==> config.mk <==
export PLATFORM = sky130hd
export DESIGN_NAME = alu_seq
export DESIGN_NICKNAME = d
export VERILOG_FILES = /design/src/rtl/alu_seq.sv
export SDC_FILE = /design/constraint.sdc
export NUM_CORES = 1
export LEC_CHECK = 0
export ABC_AREA = 1
export CAP_MARGIN = 15
export CORE_MARGIN = 2
export CORE_UTILIZATION = 43
export CTS_CLUSTER_SIZE = 24
export DETAILED_ROUTE_END_ITERATION = 12
export GPL_TIMING_DRIVEN = 1
export HOLD_SLACK_MARGIN = 0.02
export PLACE_DENSITY = 0.7
export SLEW_MARGIN = 20
export SYNTH_ARGS = -nofsm -noshare
export SYNTH_HDL_FRONTEND = slang
export SYNTH_SLANG_ARGS = --single-unit
==> constraint.sdc <==
create_clock -name clk -period 4.6 [get_ports clk]
set_clock_uncertainty 0.1 [all_clocks]
set_input_delay 0.46 -clock clk [delete_from_list [all_inputs] [get_ports clk]]
set_output_delay 0.46 -clock clk [all_outputs]
set_load 0.01 [all_outputs]
==> src/rtl/alu_seq.sv <==
// Multi-cycle WIDTH-bit ALU with valid/ready handshakes; shifts iterate one bit per cycle.
// Optional zero/overflow flags are enabled by defining ALU_SEQ_FLAGS_EN.
module alu_seq #(
    parameter  int WIDTH = 8,
    localparam int SHW   = $clog2(WIDTH)
) (
    input  logic             clk,
    input  logic             rst_n,
    input  logic             in_valid,
    output logic             in_ready,
    input  logic [WIDTH-1:0] in_a,
    input  logic [WIDTH-1:0] in_b,
    input  logic [SHW-1:0]   in_sh,
    input  logic [2:0]       in_op,
    output logic             out_valid,
    input  logic             out_ready,
    output logic [WIDTH-1:0] out_res,
    output logic             out_zero,
    output logic             out_ovf
);

    localparam logic [1:0] S_IDLE  = 2'd0;
    localparam logic [1:0] S_SHIFT = 2'd1;
    localparam logic [1:0] S_DONE  = 2'd2;

    localparam logic [2:0] OP_SRA = 3'b000;
    localparam logic [2:0] OP_SRL = 3'b001;
    localparam logic [2:0] OP_SUB = 3'b010;
    localparam logic [2:0] OP_ADD = 3'b011;
    localparam logic [2:0] OP_SLL = 3'b100;
    localparam logic [2:0] OP_AND = 3'b101;
    localparam logic [2:0] OP_OR  = 3'b110;
    localparam logic [2:0] OP_XOR = 3'b111;

    logic [1:0]       r_state;
    logic [2:0]       r_op;
    logic [WIDTH-1:0] r_work;
    logic [SHW-1:0]   r_cnt;
    logic [WIDTH-1:0] r_res;

    logic             w_is_shift;
    logic             w_accept;
    logic             w_iter;
    logic             w_last;
    logic [WIDTH-1:0] w_calc;
    logic [WIDTH-1:0] w_step;

    assign w_is_shift = (in_op == OP_SRA) || (in_op == OP_SRL)
                     || (in_op == OP_SLL);
    assign w_accept   = (r_state == S_IDLE) && in_valid;
    assign w_iter     = w_is_shift && (in_sh != '0);
    assign w_last     = (r_state == S_SHIFT) && (r_cnt == SHW'(1));

    assign in_ready  = (r_state == S_IDLE);
    assign out_valid = (r_state == S_DONE);
    assign out_res   = r_res;

    // Single-cycle result; a shift only lands here with a zero amount.
    always_comb begin
        w_calc = in_a;
        unique case (in_op)
            OP_SUB:  w_calc = in_a - in_b;
            OP_ADD:  w_calc = in_a + in_b;
            OP_AND:  w_calc = in_a & in_b;
            OP_OR:   w_calc = in_a | in_b;
            OP_XOR:  w_calc = in_a ^ in_b;
            default: w_calc = in_a;
        endcase
    end

    always_comb begin
        w_step = r_work;
        unique case (r_op)
            OP_SRA:  w_step = {r_work[WIDTH-1], r_work[WIDTH-1:1]};
            OP_SRL:  w_step = {1'b0, r_work[WIDTH-1:1]};
            OP_SLL:  w_step = {r_work[WIDTH-2:0], 1'b0};
            default: w_step = r_work;
        endcase
    end

    always_ff @(posedge clk or negedge rst_n) begin
        if (!rst_n) begin
            r_state <= S_IDLE;
            r_op    <= '0;
            r_work  <= '0;
            r_cnt   <= '0;
            r_res   <= '0;
        end else begin
            unique case (r_state)
                S_IDLE: begin
                    if (in_valid) begin
                        r_op <= in_op;
                        if (w_iter) begin
                            r_work  <= in_a;
                            r_cnt   <= in_sh;
                            r_state <= S_SHIFT;
                        end else begin
                            r_res   <= w_calc;
                            r_state <= S_DONE;
                        end
                    end
                end
                S_SHIFT: begin
                    r_work <= w_step;
                    r_cnt  <= r_cnt - SHW'(1);
                    if (r_cnt == SHW'(1)) begin
                        r_res   <= w_step;
                        r_state <= S_DONE;
                    end
                end
                S_DONE: begin
                    if (out_ready) r_state <= S_IDLE;
                end
                default: r_state <= S_IDLE;
            endcase
        end
    end

`ifdef ALU_SEQ_FLAGS_EN
    logic r_zero;
    logic r_ovf;
    logic w_calc_ovf;
    logic w_sa;
    logic w_sb;
    logic w_sr;

    assign w_sa = in_a[WIDTH-1];
    assign w_sb = in_b[WIDTH-1];
    assign w_sr = w_calc[WIDTH-1];

    always_comb begin
        w_calc_ovf = 1'b0;
        unique case (in_op)
            OP_ADD:  w_calc_ovf = (w_sa == w_sb) && (w_sr != w_sa);
            OP_SUB:  w_calc_ovf = (w_sa != w_sb) && (w_sr != w_sa);
            default: w_calc_ovf = 1'b0;
        endcase
    end

    always_ff @(posedge clk or negedge rst_n) begin
        if (!rst_n) begin
            r_zero <= 1'b0;
            r_ovf  <= 1'b0;
        end else if (w_accept && !w_iter) begin
            r_zero <= (w_calc == '0);
            r_ovf  <= w_calc_ovf;
        end else if (w_last) begin
            r_zero <= (w_step == '0);
            r_ovf  <= 1'b0;
        end
    end

    assign out_zero = r_zero;
    assign out_ovf  = r_ovf;
`else
    logic w_unused;
    assign w_unused = w_accept ^ w_last;
    assign out_zero = 1'b0;
    assign out_ovf  = 1'b0;
`endif

endmodule

== Yosys cells after proc, flatten, opt, wreduce, memory -nomap -nowiden ==
Index checks and enable logic that the tools add are counted.

* Add/sub/neg operators: 3
* Equality and inequality tests: 17
* Multiplexer cells: 17
* Bitwise gates (word level): 3
* Reduce and logical (&&, ||, !) cells: 12

{| class="wikitable"
|+ Operator list
! cell !! number
|-
| 2-to-1 mux 8 bit || 5
|-
| one-hot mux 8 bit (5 select lines) || 1
|-
| one-hot mux 8 bit (2 select lines) || 2
|-
| one-hot mux 8 bit (3 select lines) || 1
|-
| == test 3 bit, second input constant || 5
|-
| == test 3 x 1 -> 1 bit, second input constant || 3
|-
| adder 8 bit || 1
|-
| bitwise AND 8 bit || 1
|-
| 2-to-1 mux 2 bit || 4
|-
| bitwise OR 8 bit || 1
|-
| subtractor 8 bit || 1
|-
| XOR 8 bit || 1
|-
| == test 3 x 2 -> 1 bit, second input constant || 2
|-
| zero test 3 bit || 2
|-
| 2-to-1 mux 3 bit || 2
|-
| inequality test 2 x 1 -> 1 bit, second input constant || 3
|-
| one-hot mux 2 bit (3 select lines) || 1
|-
| one-hot mux 3 bit (2 select lines) || 1
|-
| AND reduction 3 bit || 2
|-
| inequality test 2 bit, second input constant || 2
|-
| AND reduction 4 bit || 1
|-
| nonzero test 3 bit || 1
|-
| subtractor 3 x 1 -> 3 bit, second input constant || 1
|-
| == test 2 x 1 -> 1 bit, second input constant || 1
|-
| 6 further kinds || 7
|}

* Register bits after elaboration: 24
* Input port bits: 26
* Output and inout bits: 12
* Word-level logic and storage cells: 57

== Depth between registers and ports, before layout ==
* Depth in word-level cells: 7
* Mapped depth: 16
* Mapped depth without buffers: 16

== Worst setup path after synthesis ==
Ideal clock, no wire load.

* Path type: input to register
* Start point: input in_op[2]
* End point: register r_res[6] (netlist: out_res[6])
* Setup time: 0.121 ns
* Arrival time: 2.051 ns
* Data required time: 4.379 ns
* Slack: 2.328 ns
* Stages: 14
* Buffers on the path: 0
* Path through: inv_1 -> nand3_1 -> nand2_1 -> o21ai_0 -> xor2_1 -> ha_1 -> nand2_1 -> or2_2 -> nand3_1 -> nand2_1 -> nand3_1 -> nand2_1 -> nand2_1 -> a21oi_1

* Word-level cells in the longest chain between the ends: 6
* Elaborated cells on any way between the ends: 17
* Those cells by class: 8 x eq/ne; 4 x mux; 5 x reduce/logical

{| class="wikitable"
|+ RTL lines
! item !! line !! text
|-
| start: declaration || 14 || <nowiki>input logic [2:0] in_op,</nowiki>
|-
| branches (longest 6 deep; another with one-hot mux 8 bit (5 select lines)) || -- ||
|-
| end signal: assignment || 98 || <nowiki>r_res <= w_calc;</nowiki>
|-
| end signal: assignment || 107 || <nowiki>r_res <= w_step;</nowiki>
|-
| end: declaration || 39 || <nowiki>logic [WIDTH-1:0] r_res;</nowiki>
|}

Parallel ways; which one is timed is not known. The select of a mux whose other input is x is not followed.
A chain may end at the register's enable or synchronous reset.

== Final worst setup path ==
* Start point: input in_op[1]
* End point: register r_res[6] (netlist: out_res[6])

Same word-level chain as after synthesis.

==> out/metrics.cfg <==
[run_status]
outcome=finished, final reports clean

[synth]
synth_area_leader_cell=dfrtp_1
syn_area_per_cell_um2=6.75
ys_types=35
synth_seq_area_share=0.258
synthTopCellsByArea=dfrtp_1, ha_1, nand2_1, inv_1, o21ai_0
yosysWarnings=0
syn_inst=344
synth-seq-cells=24
netlist_area_um2=2320
yosysTopAreaCellShare=0.258

[drt]
drtAntennaViolNets=0
drt_iter0_drc=143
wl_um=5700
drc=0
vias_per_cell=5.15
drt_pass1_iterations=5
vias=2303
avgRoutedWirePerCell_um=12.8

[floorplan]
rows=26
design.core.area_um2=5170
die_area_um2=6010
io_pins=38
fp.dieH_um=77.5
die_w_um=77.5
start_util=0.449

[global_route]
met3_usage=0.0186
grt_pass1_vias=2132
antenna_found_initial=0
grt_start_max_net_pins=25
grt_pass1_wl_um=9820
top_usage_layer=met2
grt_use_total=0.201
use_met2=0.334
grt_remaining_overflow=0
grtUsageMet1=0.272

[clock_tree]
cts.sinks=24
numCtsBuffers=3
cts-root-buf=clkbuf_8
clk_pin_slew_ps=80
tritoncts=built
cts-resized-gates=0
cts_setup_buffers=0
clockBufferDepth=2
clk_latency_ps=270
htreeDepth=1
cts_hold_buf=0

[placement]
dp.cells=444
dp_hpwl_um=4540
gp_congestion=0.928
port-buffer-count=35

[pwr]
irDropWorstVdd_mv=0.180
leakagePower_nw=1.39
power_density_nw_per_um2=438

[timing]
rsz0062_at_grt=false
final-setup-viol-count=0
layout_min_cycle_time_ps=2850
max_freq_mhz=350
max_slew_margin=0.572
fin_tns_setup_ps=0
worst_pin_slew_ps=642
hold_viol=0
period_share=0.621
drv_slew=0

[job]
cap_violations=0

[setup_path]
cp-end-kind=flop
required_ps=4700
crit_type=input pin to flop
cp.arrival_ps=2950
cp_max_fo=5
critPathLaunchType=input pin

[final_layout]
final_cell_mix=nand2_1, inv_1, nor2_1
antennaDiodeCount=0
drive_gt1_frac=0.0557
nets=431
fin_cells=447
final_common_cell=nand2_1
synthToLayoutAreaGrowth_pct=18.8
fillers=508

[min_path]
min_path_type=input pin to asynchronous set/reset pin

[state kept, by name, summed over array words and instances (netlist names)]
register  count
out_res       8
r_work        8
r_cnt         3
r_op          3
r_state       2
[metal layers]
| layer | share of wire | vias up |
|---|---|---|
| met5 | 0 | - |
| met1 | 0.46 | 1030 |
| met4 | 0.017 | 0 |
| met3 | 0.048 | 9 |
| met2 | 0.47 | 77 |
| li1 | - | 1187 |
[critical path: stages]
cell             delay, ps
clkdlybuf4s50_1        550
nand3_1                220
nand2_1                210
o21ai_0                130
xor2_1                 160
ha_1                   380
nand2_1                 90
or2_2                  320
nand4_1                 90
nand3_1                 90
nand2_1                 90
nand2_1                 50
a21oi_1                120
[metrics by stage]
stage | power, mW | cell area (um^2) | worst slack, ps | hold WS, ps | util
6_report | 1.21 | 2760 | 1750 | 65.5 | 0.534
5_1_grt | 1.35 | 2760 | 1540 | 105 | 0.534
4_1_cts | 1.22 | 2760 | 1750 | 85.6 | 0.534
3_5_place_dp | 1.09 | 2720 | 1480 | 380 | 0.526
3_3_place_gp | 1.07 | 2730 | 1490 | 394 | 0.527
2_1_floorplan | 0.863 | 2330 | 2330 | 64.4 | -
[final timing paths]
path / startpoint / endpoint / slack [ps] / cells after the start
max: in_op[1] / out_res[6] / 1750 / 13
min: rst_n / r_work[7] / 70 / 1
max reg2reg: r_op[1] / r_work[2] / 2820 / 6
min reg2reg: r_op[2] / r_op[2] / 420 / 2
max in group asynchronous: rst_n / r_cnt[1] / 3970 / 1
min in group clk: r_op[2] / r_op[2] / 420 / 2
[layout make-up]
cell class,instances,area [um^2],share of cell area
Clock buffer,3,41.3,0.0150
Inverter,55,206,0.0748
Multi-Input combinational cell,260,1480,0.536
Sequential cell,24,601,0.217
Tap cell,70,87.6,0.0317
Timing Repair Buffer,35,345,0.125
[cells in the mapped netlist]
master     n
nand2_4    1
xor2_1     5
buf_2      2
xnor2_1    2
a31oi_2    2
o21ai_1    1
nor2_1    35
nor2_4     1
clkbuf_1   1
nor3_1     1
nor2_2     2
a211oi_1   2
nand2_2    2
a31oi_1    6
nand4_1    4
o211ai_1   3
inv_1     50
a32oi_1    1
o21ai_0   33
nand3_1   17
o31ai_1    2
or2_2      2
dfrtp_1   24
nor3_4     1
a21oi_1   24
buf_6      1
o211a_1    1
inv_2      5
a22oi_1    3
fa_1       1
o21ai_2    1
conb_1     1
ha_1      25
nand2_1   80
buf_4      2
[kinds of logic (layout without fill, tap and decap cells)]
kind of cell	count (synthesis)	after routing	synth area share
adders and majority gates	26	26	0.143
buffers and inverters	61	93	0.106
AOI/OAI and AO/OA	79	79	0.196
DFF	24	24	0.258
xor gates and xnor gates	7	7	0.0264
other	1	2	0.00161
and+or+nand+nor	146	146	0.268
[power by group]
| group | switching, mW | internal [mW] | leakage, nW |
|---|---|---|---|
| Combinational | 0.401 | 0.284 | 1.08 |
| Clock | 0.0664 | 0.0587 | 0.0216 |
| Sequential | 0.0840 | 0.317 | 0.282 |
(Power assumes the default switching activity.)
